File: src/rtl/map105_sreg_timer.sv
// Mapper 105 (NES-EVENT) register front-end: MMC1-style serial register
// loader, power-on PRG unlock sequence and the event countdown timer / IRQ.
module map105_sreg_timer #(
  parameter int         TMR_BITS = 30,
  parameter logic [4:0] CTRL_RST = 5'h0C
) (
  input  logic                clk_i,
  input  logic                rst_i,
  input  logic                cpu_cyc_i,
  input  logic                cpu_wr_i,
  input  logic [1:0]          cpu_a_i,
  input  logic [7:0]          cpu_d_i,
  input  logic [3:0]          dip_i,
  output logic [4:0]          reg_ctrl_o,
  output logic [4:0]          reg_chr0_o,
  output logic [4:0]          reg_chr1_o,
  output logic [4:0]          reg_prg_o,
  output logic                prg_lock_o,
  output logic                irq_o,
  output logic [TMR_BITS-1:0] tmr_o
);

  typedef enum logic [1:0] {
    S_LOCK0 = 2'd0,
    S_LOCK1 = 2'd1,
    S_RUN   = 2'd2
  } init_e;

  localparam logic [4:0] SHIFT_EMPTY = 5'b10000;
  localparam logic [4:0] CHR0_RST    = 5'h10;

  logic [4:0]          shift_q, shift_d;
  logic                last_wr_q, last_wr_d;
  logic [4:0]          ctrl_q, ctrl_d;
  logic [4:0]          chr0_q, chr0_d;
  logic [4:0]          chr1_q, chr1_d;
  logic [4:0]          prg_q, prg_d;
  init_e               state_q, state_d;
  logic                prg_lock_q, prg_lock_d;
  logic [TMR_BITS-1:0] tmr_q, tmr_d;
  logic                irq_q, irq_d;

  logic                accept_s;
  logic                load_s;
  logic                chr0_load_s;
  logic [4:0]          load_val_s;
  logic                tmr_clear_s;
  logic [TMR_BITS-1:0] tmr_inc_s;
  logic [TMR_BITS-1:0] target_s;
  logic                d_unused_s;

  // A write is only taken when the previous CPU cycle was not also a write
  // (RMW instructions issue two back-to-back writes; only the first counts).
  assign accept_s    = cpu_cyc_i & cpu_wr_i & ~last_wr_q;
  assign load_s      = accept_s & ~cpu_d_i[7] & shift_q[0];
  assign load_val_s  = {cpu_d_i[0], shift_q[4:1]};
  assign chr0_load_s = load_s & (cpu_a_i == 2'd1);
  assign tmr_inc_s   = tmr_q + {{(TMR_BITS-1){1'b0}}, 1'b1};
  assign target_s    = {1'b1, dip_i, {(TMR_BITS-5){1'b0}}};
  assign d_unused_s  = ^cpu_d_i[6:1];

  // Serial shift register and destination register loading.
  always_comb begin
    shift_d   = shift_q;
    ctrl_d    = ctrl_q;
    chr0_d    = chr0_q;
    chr1_d    = chr1_q;
    prg_d     = prg_q;
    last_wr_d = cpu_cyc_i ? cpu_wr_i : last_wr_q;
    if (accept_s) begin
      if (cpu_d_i[7]) begin
        // Reset write: drop any partial bits and force PRG mode 3.
        shift_d = SHIFT_EMPTY;
        ctrl_d  = ctrl_q | 5'h0C;
      end else if (shift_q[0]) begin
        // Sentinel reached bit 0: this is the fifth bit, commit it.
        shift_d = SHIFT_EMPTY;
        case (cpu_a_i)
          2'd0:    ctrl_d = load_val_s;
          2'd1:    chr0_d = load_val_s;
          2'd2:    chr1_d = load_val_s;
          2'd3:    prg_d  = load_val_s;
          default: ctrl_d = ctrl_q;
        endcase
      end else begin
        shift_d = {cpu_d_i[0], shift_q[4:1]};
      end
    end else begin
      shift_d = shift_q;
    end
  end

  // Power-on unlock sequence: bit 4 of register 1 must be loaded 0 then 1.
  always_comb begin
    state_d = state_q;
    case (state_q)
      S_LOCK0: begin
        if (chr0_load_s && !load_val_s[4]) begin
          state_d = S_LOCK1;
        end else begin
          state_d = S_LOCK0;
        end
      end
      S_LOCK1: begin
        if (chr0_load_s && load_val_s[4]) begin
          state_d = S_RUN;
        end else begin
          state_d = S_LOCK1;
        end
      end
      S_RUN:   state_d = S_RUN;
      default: state_d = S_LOCK0;
    endcase
    prg_lock_d = (state_d != S_RUN);
  end

  // Event timer: the I bit (old or being written) holds it clear, which also
  // makes a clear on the terminal-count cycle win over the IRQ set.
  always_comb begin
    tmr_d       = tmr_q;
    irq_d       = irq_q;
    tmr_clear_s = chr0_q[4] | chr0_d[4];
    if (tmr_clear_s) begin
      tmr_d = {TMR_BITS{1'b0}};
      irq_d = 1'b0;
    end else if ((state_q == S_RUN) && cpu_cyc_i) begin
      tmr_d = tmr_inc_s;
      irq_d = irq_q | (tmr_inc_s == target_s);
    end else begin
      tmr_d = tmr_q;
      irq_d = irq_q;
    end
  end

  // State registers with synchronous reset.
  always_ff @(posedge clk_i) begin
    if (rst_i) begin
      shift_q    <= SHIFT_EMPTY;
      last_wr_q  <= 1'b0;
      ctrl_q     <= CTRL_RST;
      chr0_q     <= CHR0_RST;
      chr1_q     <= 5'h00;
      prg_q      <= 5'h00;
      state_q    <= S_LOCK0;
      prg_lock_q <= 1'b1;
      tmr_q      <= {TMR_BITS{1'b0}};
      irq_q      <= 1'b0;
    end else begin
      shift_q    <= shift_d;
      last_wr_q  <= last_wr_d;
      ctrl_q     <= ctrl_d;
      chr0_q     <= chr0_d;
      chr1_q     <= chr1_d;
      prg_q      <= prg_d;
      state_q    <= state_d;
      prg_lock_q <= prg_lock_d;
      tmr_q      <= tmr_d;
      irq_q      <= irq_d;
    end
  end

  assign reg_ctrl_o = ctrl_q;
  assign reg_chr0_o = chr0_q;
  assign reg_chr1_o = chr1_q;
  assign reg_prg_o  = prg_q;
  assign prg_lock_o = prg_lock_q;
  assign irq_o      = irq_q;
  assign tmr_o      = tmr_q;

endmodule

File: config.mk
export PLATFORM = sky130hd
export DESIGN_NAME = map105_sreg_timer
export DESIGN_NICKNAME = d
export VERILOG_FILES = /design/src/rtl/map105_sreg_timer.sv
export SDC_FILE = /design/constraint.sdc
export NUM_CORES = 1
export LEC_CHECK = 0
export CORE_UTILIZATION = 48
export CTS_BUF_LIST = sky130_fd_sc_hd__clkbuf_2 sky130_fd_sc_hd__clkbuf_4 sky130_fd_sc_hd__clkbuf_8
export DETAILED_ROUTE_END_ITERATION = 16
export GPL_ROUTABILITY_DRIVEN = 0
export PLACE_DENSITY_LB_ADDON = 0.08
export SLEW_MARGIN = 20
export SYNTH_ARGS = -nofsm -noshare
export SYNTH_HDL_FRONTEND = slang
export SYNTH_SLANG_ARGS = --single-unit
File: constraint.sdc
create_clock -name clk_i -period 5.3 [get_ports clk_i]
set_input_delay 1.06 -clock clk_i [delete_from_list [all_inputs] [get_ports clk_i]]
set_output_delay 1.06 -clock clk_i [all_outputs]
set_load 0.01 [all_outputs]
Yosys cells after proc, flatten, opt, wreduce, memory -nomap -nowiden
Index checks and enable logic that the tools add are counted.
{"block": "totals", "ram_bits": 0, "mem_count": 0, "latchBits": 0, "register_bits": 60, "rom_bits": 0}
{"block": "classes", "bitwise_logic": 9, "n_shift": 0, "n_addsub": 1, "muxes": 12, "reduce_logical": 14, "order_cmp": 0, "div": 0, "mul": 0, "eq_ne": 7}
{"cell": "$add A30 B1 Y30 const B", "n": 1}
{"cell": "$eq A30 B30 Y1", "n": 1}
{"cell": "$mux W5", "n": 6}
{"cell": "$reduce_and A4 Y1", "n": 4}
{"cell": "$mux W4", "n": 3}
{"cell": "$eq A2 B2 Y1 const B", "n": 3}
{"cell": "$pmux W2 S3", "n": 1}
{"cell": "$and A1 B1 Y1", "n": 5}
{"cell": "$eq A2 B1 Y1 const B", "n": 2}
{"cell": "$logic_not A2 Y1", "n": 2}
{"cell": "$reduce_bool A2 Y1", "n": 2}
{"cell": "$logic_and A1 B1 Y1", "n": 3}
{"cell": "$reduce_and A3 Y1", "n": 1}
{"cell": "$mux W2", "n": 1}
{"cell": "$ne A2 B2 Y1 const B", "n": 1}
{"cell": "$not A1 Y1", "n": 2}
{"cell": "$or A1 B1 Y1", "n": 2}
{"cell": "$reduce_or A2 Y1", "n": 1}
{"cell": "$logic_not A1 Y1", "n": 1}
{"cell": "$mux W1", "n": 1}

Longest topological paths before layout
Gate-level depths: netlist of the first run.
{"block": "depth", "word_depth": 9, "depth_mapped": 8, "depth_no_buf": 8}

Least setup slack after synthesis of the first run
No wires, ideal clock.
{"block": "synth_path", "path_type": "input to register", "startpoint": "input port cpu_cyc_i", "endpoint": "register irq_q, in the netlist irq_o", "setup_slack_ns": 2.653, "path_buffers": 0, "cell_stages": 7, "t_arrival_ns": 2.527, "required_ns": 5.180, "path_cell_list": "nand3b_1 -> nor4b_1 -> a211o_1 -> a2111oi_2 -> nand4_1 -> or4_1 -> o22ai_1"}
{"block": "synth_via", "elab_chain_len": 5}
{"element": "from (decl)", "line": "9", "source": "input logic cpu_cyc_i,"}
{"element": "$and A1 B1 Y1 (2 in a row)", "line": "54", "source": "assign accept_s = cpu_cyc_i & cpu_wr_i & ~last_wr_q;"}
{"element": "$mux W5", "line": "70", "source": "if (accept_s) begin"}
{"element": "$or A1 B1 Y1", "line": "122", "source": "tmr_clear_s = chr0_q[4] | chr0_d[4];"}
{"element": "$reduce_or A2 Y1 (no line)"}
{"element": "to (signal assigned)", "line": "158", "source": "irq_q <= irq_d;"}
{"element": "to (decl)", "line": "41", "source": "logic irq_q, irq_d;"}
Parallel ways exist; a longest one is shown, timed or not.
A chain may end at the register's enable or synchronous reset.

Final worst setup path of the first run
Same ends and word-level chain as after synthesis.

==> impl_metrics.tcl, run 1 <==
set metrics [dict create \
    worst_pin_slew_ps 451.8 \
    wl_per_cell_um 13.71 \
    ys_async_sr_fraction_pct 0 \
    drv_slew 0 \
    timing.final.hold_violations 0 \
    fp.dieW_um 80.75 \
    track_usage_pct 22.74 \
    yosysSeqAreaShare_pct 40.35 \
    maxCapViolations 0 \
    irDropWorstVdd_mv 0.1807 \
    diodes 0 \
    ys_warn_count 0 \
    min_period_ps 3154 \
    p_total_uw 892.3 \
    setup_tns_ps 0 \
    drive_gt1_share_pct 7.512 \
    synth_edf_count 0 \
    routed.top_layer "met4" \
    min_from "reg_chr0_o[3]" \
    syn_area_mm2 0.002977 \
    hp-class "reg2reg" \
    ff2ff_setup_slack_ps 2630 \
    via_per_inst 5.473 \
    via_count 2742 \
    io_pins 70 \
    fillerInstances 546 \
    clock_sinks 60 \
    drt_first_pass_iters 4 \
    synth_top_cells_by_area "dfxtp_1, nor2_1, xnor2_1" \
    clock_path_buffers 2 \
    reg2reg_to "irq_o" \
    first_iter_violations 137 \
    skew_ps 6.766 \
    status "completed" \
    gr-total-overflow 0 \
    finalInstanceArea_mm2 0.003850 \
    postSynthCellCount 361 \
    critPathLaunchType "input port" \
    num-nets-final 440 \
    p_per_area_mw_per_mm2 231.8 \
    synthDominantCellAreaShare_pct 40.35 \
    holdBufCountCts 0 \
    wl_mm 6.870 \
    setup_viol 0 \
    crit_path_end "irq_o" \
    synth_nets 380 \
    rsz0062_at_grt "no" \
    postCtsSetupBuffers 0 \
    clk_latency_ps 340 \
    die_area_mm2 0.006521 \
    initial_core_util_pct 49.98 \
    yosysTopAreaCell "dfxtp_1" \
    wl_met2_mm 3.283 \
    end_kind "register" \
    placementRows 28 \
    area_growth_pct 29.34 \
    grt_pass1_wl_mm 11.37 \
    max_slew_margin_pct 69.79 \
    layout_common_cells "clkdlybuf4s50_1, dfxtp_1, nor2_1, nand2_1, a21oi_1" \
    m1WireLength_mm 3.038 \
    cts_tree "yes" \
    placeableCoreArea_mm2 0.005956 \
    path_class "in2reg" \
    synth_ff_type "dfxtp_1" \
    ys_types 52 \
    timing.final.ws_setup_ps 2146 \
    dp_cells 485 \
    grt_pass1_vias 2462 \
    startpoint "cpu_cyc_i" \
    r2r-start "tmr_o[0]" \
    portBuffers 63 \
    final_common_cell "clkdlybuf4s50_1" \
    cp.arrival_ps 3430 \
    antenna_found_initial 0 \
    wl_met3_um 395 \
    grt_max_degree 33 \
    cts_buffers 9 \
    period_share_pct 59.50 \
    final_cells 501 \
    critical_path_required_ps 5570 \
    place_hpwl_mm 4.795 \
    ys_seq_elements 60 \
    cts_root_buf "clkbuf_8" \
    cp_max_fo 32 \
    reg2regPathDepth 8 \
    path_clk_slew_ps 80 \
    die_h_um 80.75 \
    drtAntennaViolNets 0 \
    syn_area_per_cell_um2 8.245 \
    p_leak_nw 1.344 \
    cts_resized 0 \
    drc_errors 0 \
    max_freq_mhz 317.1 \
    dpl_worst_slack_ps 1808 \
    htreeDepth 3 \
    place_area_mm2 0.003651 \
]
==> Yosys cell counts, types with 3 or more instances <==
| library cell | instances |
|---|---|
| a31oi_1 | 3 |
| nor3_1 | 18 |
| xor2_1 | 14 |
| nand2b_1 | 5 |
| clkbuf_1 | 10 |
| or2_2 | 3 |
| and4_1 | 3 |
| or3_1 | 9 |
| a21oi_1 | 21 |
| nand4_1 | 7 |
| nand3b_1 | 4 |
| o21ai_0 | 11 |
| and3_1 | 6 |
| nand2_1 | 37 |
| inv_1 | 6 |
| xnor2_1 | 17 |
| mux2i_1 | 14 |
| buf_2 | 6 |
| nor2_1 | 53 |
| dfxtp_1 | 60 |
| nand3_1 | 16 |
| o22ai_1 | 3 |
==> state kept, by name (all words and copies together), names as in the netlist <==
| signal | flops |
|---|---|
| reg_chr1_o | 5 |
| reg_chr0_o | 5 |
| prg_lock_o | 1 |
| tmr_o | 30 |
| shift_q | 5 |
| irq_o | 1 |
| reg_ctrl_o | 5 |
| state_q | 2 |
| last_wr_q | 1 |
| reg_prg_o | 5 |
==> cells by family (layout without fill, tap and decap cells) <==
group | after synthesis | in the layout | share of synthesized area, %
and+or+nand+nor | 180 | 180 | 31.32
DFF | 60 | 60 | 40.35
AOI/OAI and AO/OA | 51 | 51 | 10.51
xor gates and xnor gates | 31 | 31 | 9.121
buffers and inverters | 23 | 88 | 3.195
muxes | 15 | 15 | 5.086
adders and majority gates | 1 | 1 | 0.4203
==> worst min path at each step <==
stage                    end  slack (ps)  depth (start not counted)
3_5_place_dp   reg_chr0_o[3]         450                          2
5_1_grt        reg_chr0_o[0]         490                          2
2_1_floorplan     state_q[0]         450                          1
6_report       reg_chr0_o[3]         460                          2
4_1_cts        reg_chr0_o[3]         460                          2
3_3_place_gp   reg_chr0_o[3]         450                          2
==> worst max-delay path, cell delays in order <==
cell             delay, ps
clkdlybuf4s50_1        480
nand3b_1               280
nor4b_1                120
a211o_1                310
buf_4                  250
a2111oi_2              290
nand4_1                120
or4_1                  410
o22ai_1                110
==> area by class of cell <==
type	count	area, um2	share of cell area [%]
clock buffer	9	123.9	3.217
clock inverter	7	75.07	1.950
inverter	6	22.52	0.5850
multi-input combinational	278	1680	43.65
sequential	60	1201	31.20
tap	75	93.84	2.437
timing repair buffer	66	653.1	16.96
==> through the flow <==
step / utilization [%] / hold WS (ps)
after floorplan: - / 451.4
after global placement: 61.30 / 445.5
after detailed placement: 61.30 / 447.7
after CTS: 64.64 / 457.7
after global routing: 64.64 / 488.2
final: 64.64 / 456.5
==> per-layer routing <==
metal	GRT usage (%)	vias up
met2	37.97	79
met4	9.464	0
met1	27.20	1265
li1	-	1385
met3	6.742	13
met5	0	-
==> power by group <==
| group | switching [mW] | leakage (nW) | internal, mW |
|---|---|---|---|
| Clock | 0.195 | 0.0923 | 0.219 |
| Sequential | 0.00156 | 0.484 | 0.452 |
| Combinational | 0.0124 | 0.768 | 0.0123 |
| Total | 0.209 | 1.34 | 0.683 |
No activity file was read; power rests on OpenSTA's default activity.
==> run 2, diff against run 1 <==
Clock period 5.3 ns to 3.25 ns, I/O delays scaled along.
==> impl_metrics.tcl, run 2 (same netlist as run 1, synthesis figures left out) <==
set metrics [dict create \
    status "completed" \
    via_per_inst 5.455 \
    placementRows 28 \
    gr-total-overflow 0 \
    cts_resized 0 \
    cp.arrival_ps 2960 \
    hold_end "reg_chr0_o[2]" \
    rsz0062_at_grt "no" \
    min_from "reg_chr0_o[2]" \
    cts_root_buf "clkbuf_8" \
    fp.dieW_um 80.75 \
    p_per_area_mw_per_mm2 392.3 \
    place_area_mm2 0.003674 \
    critPathLaunchType "register" \
    wl_met2_mm 3.362 \
    end_kind "register" \
    portBuffers 63 \
    p_leak_nw 1.378 \
    finalInstanceArea_mm2 0.003892 \
    skew_ps 4.099 \
    wl_met3_um 426 \
    drt_first_pass_iters 6 \
    hp-class "reg2reg" \
    clk_latency_ps 340 \
    die_area_mm2 0.006521 \
    largest_reg_flops 30 \
    clock_path_buffers 2 \
    worst_pin_slew_ps 387.9 \
    postLayoutCoreUtil_pct 65.36 \
    startpoint "tmr_o[0]" \
    first_iter_violations 155 \
    critical_path_required_ps 3520 \
    reg2reg_to "irq_o" \
    track_usage_pct 22.57 \
    cts_buffers 9 \
    holdBufCountCts 0 \
    wl_mm 6.932 \
    r2r-start "tmr_o[0]" \
    num-nets-final 443 \
    timing.final.ws_setup_ps 552.9 \
    setup_tns_ps 0 \
    period_share_pct 82.99 \
    max_freq_mhz 370.8 \
    drtAntennaViolNets 0 \
    final_common_cell "clkdlybuf4s50_1" \
    htreeDepth 3 \
    placeableCoreArea_mm2 0.005956 \
    path_class "reg2reg" \
    area_growth_pct 30.77 \
    layout_common_cells "clkdlybuf4s50_1, dfxtp_1, nor2_1, nand2_1, a21oi_1" \
    reg2regPathDepth 8 \
    grt_pass1_wl_mm 11.26 \
    place_hpwl_mm 5.010 \
    grt_pass1_vias 2444 \
    final_cells 503 \
    drv_slew 0 \
    initial_core_util_pct 49.98 \
    ff2ff_setup_slack_ps 550 \
    cp_max_fo 7 \
    antenna_found_initial 0 \
    grt_max_degree 32 \
    via_count 2744 \
    max_slew_margin_pct 73.94 \
    dp_cells 488 \
    postCtsSetupBuffers 0 \
    irDropWorstVdd_mv 0.3956 \
    hold_depth 2 \
    path_clk_slew_ps 70 \
    die_h_um 80.75 \
    wl_per_cell_um 13.78 \
    min_period_ps 2697 \
    maxCapViolations 0 \
    drc_errors 0 \
    clock_sinks 60 \
    dpl_worst_slack_ps 498.1 \
    setup_viol 0 \
    m1WireLength_mm 3.066 \
    timing.final.hold_violations 0 \
    io_pins 70 \
    cts_tree "yes" \
    drive_gt1_share_pct 7.944 \
    diodes 0 \
    routed.top_layer "met4" \
]
run 2: cell types whose count changed in the layout (fill, tap and decap cells not counted):
cell,before,now
clkinv_4,0,1
clkinvlp_4,3,0
bufinv_16,1,2
buf_4,3,6
inv_6,2,0
clkbuf_4,0,1
clkbuf_8,9,10
run 2: through the flow:
step | hold WS, ps | power (mW)
finish | 465.0 | 1.527
global route | 477.2 | 1.580
CTS | 465.5 | 1.543
floorplan | 451.4 | 0.7739
global placement | 446.1 | 0.7968
detailed placement | 455.5 | 0.7973
run 2: metal layers:
metal | vias to the layer above | GRT usage [%]
li1 | 1393 | -
met1 | 1275 | 26.28
met2 | 70 | 38.81
met3 | 6 | 7.753
met4 | 0 | 7.143
met5 | - | 0
run 2: power breakdown:
group	internal (mW)	switching, mW	leakage (nW)
clock	0.457	0.289	0.113
combinational	0.0209	0.0208	0.782
sequential	0.737	0.00257	0.484
total	1.21	0.312	1.38
run 2: final cells by class:
type                    count  area [um2]
repair buffers             69       675.6
multi-input cells         278        1680
flip-flops and latches     60        1201
inverters                   6       22.52
well taps                  75       93.84
clock buffers              11       145.1
clock inverters             4       73.82
fillers                   550        2063
run 2: how the worst max path moves through the flow:
| stage | slack, ps | cells past startpoint | endpoint |
|---|---|---|---|
| floorplan | 870 | 8 | irq_o |
| global placement | 500 | 8 | irq_o |
| detailed placement | 500 | 8 | irq_o |
| CTS | 560 | 8 | irq_o |
| global route | 380 | 8 | irq_o |
| finish | 550 | 8 | irq_o |
run 2: critical path, cell delays in order, from the launching register on:
cell     delay, ps
dfxtp_1        460
ha_1           280
and3_2         240
nand4_1        300
nor3_1         450
mux2i_1        280
nand4_1         90
or4_1          410
o22ai_1        110
==> run 3, diff against run 2 <==
Clock period 3.25 ns to 2.55 ns, I/O delays scaled along.
==> impl_metrics.tcl, run 3 (same netlist as run 1, synthesis figures left out) <==
set metrics [dict create \
    io_pins 70 \
    antenna_found_initial 0 \
    maxCapViolations 0 \
    rsz0062_at_grt "no" \
    layout_common_cells "clkdlybuf4s50_1, dfxtp_1, nor2_1, nand2_1, buf_4" \
    crit_chain "ha_1 -> and3_2 -> nand4_1 -> or2_2 -> mux2_2 -> a31oi_1 -> or4_1 -> o22ai_1" \
    cts_resized 0 \
    drt_first_pass_iters 4 \
    min_period_ps 2390 \
    finalInstanceArea_mm2 0.003991 \
    portBuffers 63 \
    drc_errors 0 \
    largest_reg_flops 30 \
    dp_cells 504 \
    setup_tns_ps 0 \
    pwr-share-seq_pct 50.8 \
    timing.final.ws_setup_ps 159.5 \
    via_count 2816 \
    die_h_um 80.75 \
    drv_slew 0 \
    hp-class "reg2reg" \
    num-nets-final 459 \
    first_iter_violations 147 \
    wl_mm 7.243 \
    cts_root_buf "clkbuf_8" \
    area_growth_pct 34.09 \
    max_slew_margin_pct 69.15 \
    initial_core_util_pct 49.98 \
    crit_path_top_delay_cell "or4_1" \
    cts_tree "yes" \
    grt_pass1_wl_mm 12.01 \
    max_stage_delay_ps 480 \
    postCtsSetupBuffers 0 \
    die_area_mm2 0.006521 \
    status "completed" \
    p_sw_share_pct 22.89 \
    cp_max_fo 7 \
    drtAntennaViolNets 0 \
    final_common_cell "clkdlybuf4s50_1" \
    place_hpwl_mm 5.234 \
    critical_path_required_ps 2820 \
    intPower_mw 1.431 \
    clock_sinks 60 \
    p_total_mw 1.855 \
    grt_pass1_vias 2566 \
    wl_per_cell_um 13.93 \
    hold-worst-slack_ps 462.8 \
    path_class "reg2reg" \
    gr-total-overflow 0 \
    placementRows 28 \
    skew_ps 8.177 \
    via_per_inst 5.415 \
    clock_path_buffers 2 \
    path_clk_slew_ps 70 \
    place_area_mm2 0.003794 \
    htreeDepth 3 \
    p_comb_share_pct 3.1 \
    final_cells 520 \
    clkPwrFrac_pct 46.1 \
    max_freq_mhz 418.3 \
    worst_pin_slew_ps 456.3 \
    period_share_pct 93.74 \
    drive_gt1_share_pct 11.91 \
    dpl_worst_slack_ps -23.15 \
    irDropWorstVdd_mv 0.4439 \
    grt_max_degree 32 \
    timing.final.hold_violations 0 \
    cts_buffers 9 \
    clk_latency_ps 350 \
    postLayoutCoreUtil_pct 67.02 \
    switchingPower_uw 424.6 \
    fp.dieW_um 80.75 \
    critPathLaunchType "register" \
    cp.arrival_ps 2660 \
    end_kind "register" \
    holdBufCountCts 0 \
    diodes 0 \
    setup_viol 0 \
    p_per_area_mw_per_mm2 464.8 \
    track_usage_pct 24.12 \
    p_leak_nw 1.443 \
    placeableCoreArea_mm2 0.005956 \
]
==> run 3: final cells by class <==
type,count,area (um2)
Sequential cell,60,1204
Multi-Input combinational cell,278,1680
Clock inverter,6,63.81
Clock buffer,10,131.4
Inverter,6,22.52
Fill cell,535,1964
Timing Repair Buffer,85,795.8
Tap cell,75,93.84
==> run 3: worst paths after layout <==
| kind | depth (start not counted) | endpoint | startpoint | slack (ps) |
|---|---|---|---|---|
| setup reg to reg | 8 | irq_o | tmr_o[0] | 160 |
| setup / recovery | 8 | irq_o | tmr_o[0] | 160 |
| hold / removal | 2 | reg_chr0_o[2] | reg_chr0_o[2] | 460 |
| hold reg to reg | 2 | reg_chr0_o[2] | reg_chr0_o[2] | 460 |
==> run 3: metal layers <==
layer,track usage (%),part of all wire [%],vias to the layer above
li1,-,-,1422
met4,8.393,1.9,0
met3,7.416,4.9,14
met2,41.69,50,71
met1,28.16,43,1309
met5,0,0,-
==> run 3: power by group through the flow <==
stage / clock, mW / sequential [mW] / combinational, mW
5_1_grt: 0.925 / 0.942 / 0.0631
3_5_place_dp: 0 / 0.963 / 0.0571
6_report: 0.855 / 0.942 / 0.0578
3_3_place_gp: 0 / 0.963 / 0.0567
2_1_floorplan: 0 / 0.962 / 0.0242
4_1_cts: 0.872 / 0.942 / 0.0575
==> run 3: critical path: cells and delay by family (launching register included) <==
| family | cells | cell delay (ps) |
|---|---|---|
| fa+ha+maj | 1 | 190 |
| flops | 1 | 400 |
| mux | 1 | 230 |
| simple gates | 4 | 1280 |
| compound gates | 2 | 220 |
